### config.mk
export PLATFORM = sky130hd
export DESIGN_NAME = tx_msg_sched_1553
export DESIGN_NICKNAME = d
export VERILOG_FILES = /design/src/rtl/tx_msg_sched_1553.sv
export SDC_FILE = /design/constraint.sdc
export NUM_CORES = 1
export LEC_CHECK = 0
export BUFFER_PORTS_ARGS = -buffer_cell sky130_fd_sc_hd__buf_2
export CAP_MARGIN = 0
export CORE_MARGIN = 2
export CORE_UTILIZATION = 64
export CTS_CLUSTER_SIZE = 40
export DETAILED_ROUTE_END_ITERATION = 10
export PLACE_DENSITY = 0.84
export SYNTH_ARGS = -nofsm -noshare
export SYNTH_HDL_FRONTEND = slang
export SYNTH_SLANG_ARGS = --single-unit
### constraint.sdc
create_clock -name enc_clk -period 6.1 [get_ports enc_clk]
set_input_delay 0.915 -clock enc_clk [delete_from_list [all_inputs] [get_ports enc_clk]]
set_output_delay 0.915 -clock enc_clk [all_outputs]
set_load 0.02 [all_outputs]
### src/rtl/tx_msg_sched_1553.sv
// MIL-STD-1553 transmit scheduler: queues host words and feeds them one at a time to the
// Manchester encoder, enforcing the inter-message gap and supervising the encoder handshake.
module tx_msg_sched_1553 #(
    parameter int DEPTH    = 8,
    parameter int GAP_CLKS = 8,
    parameter int BUSY_TO  = 4
) (
    input  logic                   enc_clk,
    input  logic                   rst_n,
    input  logic                   wr_en_i,
    input  logic [15:0]            wr_word_i,
    input  logic                   wr_csw_i,
    input  logic                   wr_eom_i,
    output logic                   wr_full_o,
    output logic [$clog2(DEPTH):0] fifo_cnt_o,
    input  logic                   tx_busy_i,
    output logic [15:0]            tx_dword_o,
    output logic                   tx_csw_o,
    output logic                   tx_dw_o,
    output logic                   msg_done_o,
    output logic                   ovf_err_o,
    output logic                   to_err_o,
    input  logic                   err_clr_i,
    output logic [2:0]             state_dbg_o
);

    localparam int AW   = $clog2(DEPTH);
    localparam int CMAX = (GAP_CLKS > BUSY_TO) ? GAP_CLKS : BUSY_TO;
    localparam int CW   = $clog2(CMAX + 1);
    localparam logic [AW:0] DEPTH_CNT = (AW + 1)'(DEPTH);

    typedef enum logic [2:0] {
        IDLE      = 3'd0,
        ISSUE     = 3'd1,
        WAIT_BUSY = 3'd2,
        WAIT_DONE = 3'd3,
        GAP       = 3'd4
    } state_t;

    state_t          state_q, state_d;
    logic [17:0]     mem_q [DEPTH];
    logic [AW-1:0]   wr_ptr_q, wr_ptr_d, rd_ptr_q, rd_ptr_d;
    logic [AW:0]     cnt_q, cnt_d;
    logic [CW-1:0]   tmr_q, tmr_d;
    logic [15:0]     dword_q, dword_d;
    logic            eom_q, eom_d;
    logic            done_q, done_d;
    logic            ovf_q, ovf_d;
    logic            to_q, to_d;
    logic            to_set;
    logic            full, empty, push, pop;
    logic [15:0]     head_word;
    logic            head_csw, head_eom;

    // Entry layout is {word, csw, eom}; the head is stable for the whole ISSUE cycle.
    assign full      = (cnt_q == DEPTH_CNT);
    assign empty     = (cnt_q == '0);
    assign push      = wr_en_i && !full;
    assign pop       = (state_q == ISSUE);
    assign head_word = mem_q[rd_ptr_q][17:2];
    assign head_csw  = mem_q[rd_ptr_q][1];
    assign head_eom  = mem_q[rd_ptr_q][0];

    always_ff @(posedge enc_clk) begin
        if (push) begin
            mem_q[wr_ptr_q] <= {wr_word_i, wr_csw_i, wr_eom_i};
        end
    end

    always_comb begin
        wr_ptr_d = push ? wr_ptr_q + AW'(1) : wr_ptr_q;
        rd_ptr_d = pop ? rd_ptr_q + AW'(1) : rd_ptr_q;
        cnt_d    = cnt_q;
        case ({push, pop})
            2'b10:   cnt_d = cnt_q + (AW + 1)'(1);
            2'b01:   cnt_d = cnt_q - (AW + 1)'(1);
            default: cnt_d = cnt_q;
        endcase
    end

    // Encoder handshake: a strobe is issued only while tx_busy_i is low; the encoder must raise
    // tx_busy_i within BUSY_TO cycles and drops it once the word has left the bus.
    always_comb begin
        state_d = state_q;
        tmr_d   = '0;
        dword_d = dword_q;
        eom_d   = eom_q;
        done_d  = 1'b0;
        to_set  = 1'b0;
        case (state_q)
            IDLE: begin
                if (!empty && !tx_busy_i) state_d = ISSUE;
            end
            ISSUE: begin
                dword_d = head_word;
                eom_d   = head_eom;
                state_d = WAIT_BUSY;
            end
            WAIT_BUSY: begin
                if (tx_busy_i) begin
                    state_d = WAIT_DONE;
                end else if (tmr_q == CW'(BUSY_TO - 1)) begin
                    to_set  = 1'b1;
                    state_d = eom_q ? GAP : IDLE;
                end else begin
                    tmr_d = tmr_q + CW'(1);
                end
            end
            WAIT_DONE: begin
                if (!tx_busy_i) begin
                    state_d = eom_q ? GAP : IDLE;
                    done_d  = eom_q;
                end
            end
            GAP: begin
                if (tmr_q == CW'(GAP_CLKS - 1)) state_d = IDLE;
                else                            tmr_d   = tmr_q + CW'(1);
            end
            default: state_d = IDLE;
        endcase
    end

    // A new error in the same cycle as err_clr_i takes priority over the clear.
    always_comb begin
        ovf_d = ovf_q;
        to_d  = to_q;
        if (err_clr_i) begin
            ovf_d = 1'b0;
            to_d  = 1'b0;
        end
        if (wr_en_i && full) ovf_d = 1'b1;
        if (to_set)          to_d  = 1'b1;
    end

    always_ff @(posedge enc_clk or negedge rst_n) begin
        if (!rst_n) begin
            state_q  <= IDLE;
            wr_ptr_q <= '0;
            rd_ptr_q <= '0;
            cnt_q    <= '0;
            tmr_q    <= '0;
            dword_q  <= '0;
            eom_q    <= 1'b0;
            done_q   <= 1'b0;
            ovf_q    <= 1'b0;
            to_q     <= 1'b0;
        end else begin
            state_q  <= state_d;
            wr_ptr_q <= wr_ptr_d;
            rd_ptr_q <= rd_ptr_d;
            cnt_q    <= cnt_d;
            tmr_q    <= tmr_d;
            dword_q  <= dword_d;
            eom_q    <= eom_d;
            done_q   <= done_d;
            ovf_q    <= ovf_d;
            to_q     <= to_d;
        end
    end

    assign tx_csw_o    = (state_q == ISSUE) && head_csw;
    assign tx_dw_o     = (state_q == ISSUE) && !head_csw;
    assign tx_dword_o  = (state_q == ISSUE) ? head_word : dword_q;
    assign wr_full_o   = full;
    assign fifo_cnt_o  = cnt_q;
    assign msg_done_o  = done_q;
    assign ovf_err_o   = ovf_q;
    assign to_err_o    = to_q;
    assign state_dbg_o = state_q;

endmodule

* Word-level counts from Yosys, hierarchy flattened *
Memories as Yosys holds them, arrays and structs flattened.
Index checks and enable logic that the tools add are counted.

cells by class
  $add $sub $neg = 5
  multipliers = 0
  divide/modulo/power cells = 0
  order comparisons = 0
  equality and inequality tests = 13
  shift-type cells = 0
  muxes and demuxes = 23
  bitwise operators = 0
  reduce and logical (&&, ||, !) cells = 15

operators with widths
  operator               count
  $mux W3                6
  $mux W16               1
  $pmux W4 S2            2
  $pmux W3 S5            1
  $mux W4                3
  $mux W1                10
  $add A4 B1 Y4 const B  2
  $add A3 B1 Y3 const B  2
  $eq A3 B2 Y1 const B   2
  $ne A2 B2 Y1 const B   3
  $reduce_bool A2 Y1     3
  $logic_and A1 B1 Y1    5
  $eq A4 B2 Y1 const B   1
  $eq A4 B3 Y1 const B   1
  $eq A4 B4 Y1 const B   1
  $logic_not A1 Y1       4
  $logic_not A4 Y1       1
  $reduce_and A4 Y1      1
  $sub A4 B1 Y4 const B  1
  $eq A3 B1 Y1 const B   1
  $eq A3 B3 Y1 const B   1
  $logic_not A3 Y1       1
  $ne A3 B3 Y1 const B   1
  $eq A2 B1 Y1 const B   1
  $eq A2 B2 Y1 const B   1

storage, ports and cells
  bits in registers = 37
  latch bits = 0
  memory bits (writable) = 144
  ROM bits = 0
  bits of input ports = 23
  output and inout port bits = 29
  word-level logic and storage cells = 67
  memories = 1

memories
  name   words  bits a word  rd ports  clocked after Yosys merged registers in  wr ports  line  source
  mem_q  8      18           1         0                                        1         41    logic [17:0] mem_q [DEPTH];

* Longest topological paths before layout *
  depth after elaboration = 5
  depth in mapped cells = 11
  mapped depth without buffers = 10

* Worst setup path after synthesis *
No wires, ideal clock.

  path kind = input to register
  from = in wr_en_i
  to = mem mem_q[0][0] (enable)
  setup time = 416 ps
  data arrival time = 2,512 ps
  data required time = 5,684 ps
  setup slack = 3,172 ps
  cell stages on the path = 3
  path buffers = 0
  path through = nor2b_2 > nand2b_1 > nor3_1

between the ends
  longest elaborated chain between the ends = 3

ends and longest elaborated chain
  element                        line  source
  from (decl)                    10    input logic wr_en_i,
  $logic_and A1 B1 Y1            58    assign push = wr_en_i && !full;
  $mux W1                        65    if (push) begin
  $mux W1 (not written as such)  66    mem_q[wr_ptr_q] <= {wr_word_i, wr_csw_i, wr_eom_i};
  to (decl)                      41

Every way passes these cells.

* Final worst setup path *
  from = reg state_q[2] (netlist: state_dbg_o[2])
  to = out tx_dword_o[13]

between the ends
  longest elaborated chain between the ends = 2

ends and longest elaborated chain
  element                 line  source
  from (decl)             40    state_t state_q, state_d;
  from (signal assigned)  148   state_q <= state_d;
  $eq A3 B1 Y1            163   assign tx_dword_o = (state_q == ISSUE) ? head_word : dword_q;
  $mux W16                163
  to (decl)               17    output logic [15:0] tx_dword_o,

Every way passes these cells.

==> flow_metrics.py <==
metrics = {
    "outcome": {
        "status": "finished clean",
    },
    "routing": {
        "wl_per_cell_um": 21.7,
        "drtIter0Drc": 514,
        "vias": 4050,
        "firstDrtPassIters": 5,
        "vias_per_cell": 6.12,
        "ant_nets": 0,
        "drc": 0,
        "drt-total-wl_mm": 14.4,
    },
    "floorplan": {
        "die_height_um": 110,
        "dieArea_um2": 12100,
        "top_level_ports": 52,
        "start_util_pct": 66.0,
        "die_w_um": 110,
        "core_area_um2": 10900,
        "rows": 38,
    },
    "global_route": {
        "grt_max_degree": 73,
        "grt_pass1_vias": 3956,
        "grt_use_total_pct": 25.7,
        "grt_antenna_before_repair": 0,
        "grt_pass1_wl_mm": 21.8,
        "grt-ovfl-total": 0,
    },
    "setup_path": {
        "crit_arrival_ns": 3.19,
        "worst_setup_path_start_kind": "flip-flop",
        "cpPeakStageDelay_ns": 0.95,
        "worstPathRequired_ns": 5.18,
        "critPathKind": "flip-flop to output pin",
        "crit_slowest_cell": "inv_1",
        "end_kind": "output pin",
        "path_cells": "nor2_1 > nand2_1 > inv_1 > nand3_1 > nand2_1 > buf_2",
        "crit_family": "buffers and inverters",
        "crit_fanout": 22,
        "cp.buffers_inverters": 2,
        "cp_common_cell": "nand2_1",
    },
    "final_layout": {
        "utilization_pct": 74.8,
        "drive_gt1_share_pct": 18.4,
        "antenna_cells": 0,
        "syn_to_final_growth_pct": 13.3,
        "final_nets": 539,
    },
    "timing": {
        "final.setup_skew_ns": 0.00497,
        "setup_ws_ns": 2.00,
        "tns_ns": 0,
        "maxSlewHeadroom_pct": 17.0,
        "maxSlewViolCount": 0,
        "rsz0062_at_grt": "no",
        "setup_viol_count_final": 0,
        "min_period_ns": 4.10,
        "worst_pin_slew_ns": 1.24,
        "max_freq_mhz": 244,
        "fin_crit_sh_pct": 67.3,
        "hold_violations": 0,
    },
    "clocking": {
        "clock-root-buffer": "clkbuf_8",
        "cts_made_buffers": 17,
        "clkTransAtPathRegs_ns": 0.07,
        "cts_tree": "built",
        "cts_resized": 0,
        "clock_latency_ns": 0.53,
        "cts_max_level": 4,
        "postCtsSetupBuffers": 0,
        "cts.sinks": 181,
        "max-clock-path-buffers": 2,
        "cts_hold_buf": 0,
    },
    "logic_synthesis": {
        "syn_area_um2": 7180,
        "yosysSeqAreaShare_pct": 73.1,
        "synthTopCellsByArea": "edfxtp_1, dfrtp_1, mux2i_1, a22oi_1, nand2_1",
        "synth_top_cell_by_area": "edfxtp_1",
        "yosysUniqueCellTypes": 36,
        "syn_avg_cell_area_um2": 15.8,
        "synth_fp_nets": 484,
        "yosys.area.top_type_share_pct": 60.2,
        "ys_ff_latch": 181,
        "syn-instance-count": 455,
        "synth_warnings": 0,
    },
    "power": {
        "p_per_area_nw_per_um2": 495,
        "total_leakage_power_nw": 3.09,
        "vdd_drop_max_mv": 0.286,
    },
    "place": {
        "hpwlAfterDp_mm": 7.60,
        "portBuffers": 51,
        "place_ws_ns": 2.62,
        "place_congestion": 0.741,
    },
    "flow_run": {
        "max_cap_viol_count": 0,
    },
    "min_path": {
        "hold_path_class": "flip-flop to flip-flop",
    },
}
-- logic make-up (layout without fill, tap and decap cells) --
logic type / after synthesis / after routing / synth area share (%)
AOI/OAI and AO/OA: 47 / 47 / 4.69
xor gates and xnor gates: 10 / 10 / 1.22
adders and majority gates: 6 / 6 / 1.05
buffers and inverters: 28 / 95 / 2.25
DFF: 181 / 181 / 73.1
muxes: 72 / 72 / 10.4
and+or+nand+nor: 111 / 111 / 7.28
-- placed cells by master (no fill, tap or decap), drive strengths merged, types with 8 or more instances in the layout --
cell type,Yosys,routed
nor2,21,21
nand2b,8,8
clkbuf,2,19
mux2i,69,69
dfrtp,37,37
nand3,18,18
edfxtp,144,144
nand2,49,49
a22oi,34,34
buf,21,59
-- flip-flops by register name, summed over array words and instances (netlist names) --
signal / count
mem_q: 144
dword_q: 16
fifo_cnt_o: 4
tmr_q: 4
rd_ptr_q: 3
state_dbg_o: 3
wr_ptr_q: 3
eom_q: 1
msg_done_o: 1
ovf_err_o: 1
to_err_o: 1
-- tightest hold or removal path, stage by stage (launching register included) --
cell and delay [ns]:
dfrtp_1 0.32, nand2_1 0.05, nand2_1 0.07
-- stage by stage --
stage                     hold WS [ns]  instances  total power, W  instance area [um2]
final                            0.470        662         0.00403                 8140
after global routing             0.494        662         0.00421                 8140
after CTS                        0.476        662         0.00404                 8140
after detailed placement         0.458        631         0.00294                 7550
after global placement           0.449        631         0.00288                 7550
after floorplan                  0.432        455         0.00260                 7180
-- area by class of cell --
class | instances | area [um2]
Sequential cell | 181 | 5250
Fill cell | 632 | 2750
Multi-Input combinational cell | 246 | 1780
Inverter | 5 | 18.8
Clock inverter | 12 | 160
Tap cell | 140 | 175
Timing Repair Buffer | 59 | 315
Clock buffer | 19 | 432
-- report_power, final --
group	total (W)	switching, W	internal [W]
sequential	0.00183	0.000243	0.00158
clock	0.00109	0.000428	0.000667
combinational	0.00111	0.000682	0.000429
total	0.00403	0.00135	0.00268
-- cell usage after synthesis (all sizes together) --
library cell	n
edfxtp	144
mux2i	69
nand2	49
dfrtp	37
a22oi	34
buf	21
nor2	21
nand3	18
nand2b	8
ha	6
a21oi	5
inv	5
xnor2	5
xor2	5
nor2b	3
and2	2
clkbuf	2
mux4	2
nor3	2
nor3b	2
nor4	2
o21ai	2
o22ai	2
a211o	1
a211oi	1
a41oi	1
and3	1
and3b	1
mux2	1
nand3b	1
nor4b	1
o32ai	1
-- worst paths after layout --
| check | startpoint | to | slack (ns) | cells past startpoint |
|---|---|---|---|---|
| max | state_dbg_o[2]$_DFFE_PN0P_ | tx_dword_o[13] | 2.00 | 6 |
| min | dword_q[8]$_DFF_PN0_ | dword_q[8]$_DFF_PN0_ | 0.47 | 2 |
| max reg2reg | state_dbg_o[2]$_DFFE_PN0P_ | fifo_cnt_o[2]$_DFFE_PN0P_ | 2.60 | 10 |
| min reg2reg | dword_q[8]$_DFF_PN0_ | dword_q[8]$_DFF_PN0_ | 0.47 | 2 |
| max in group asynchronous | rst_n | rd_ptr_q[1]$_DFFE_PN0N_ | 4.89 | 1 |
| min in group asynchronous | rst_n | dword_q[8]$_DFF_PN0_ | 0.52 | 1 |
-- layer usage --
| layer | GRT usage, % | part of all wire [%] | vias to the layer above |
|---|---|---|---|
| met5 | 0 | 0 | - |
| met1 | 33.3 | 39 | 2010 |
| met3 | 5.69 | 7.3 | 30 |
| met2 | 42.7 | 52 | 191 |
| li1 | - | - | 1819 |
| met4 | 10.0 | 2.1 | 0 |
(Power assumes the default switching activity.)
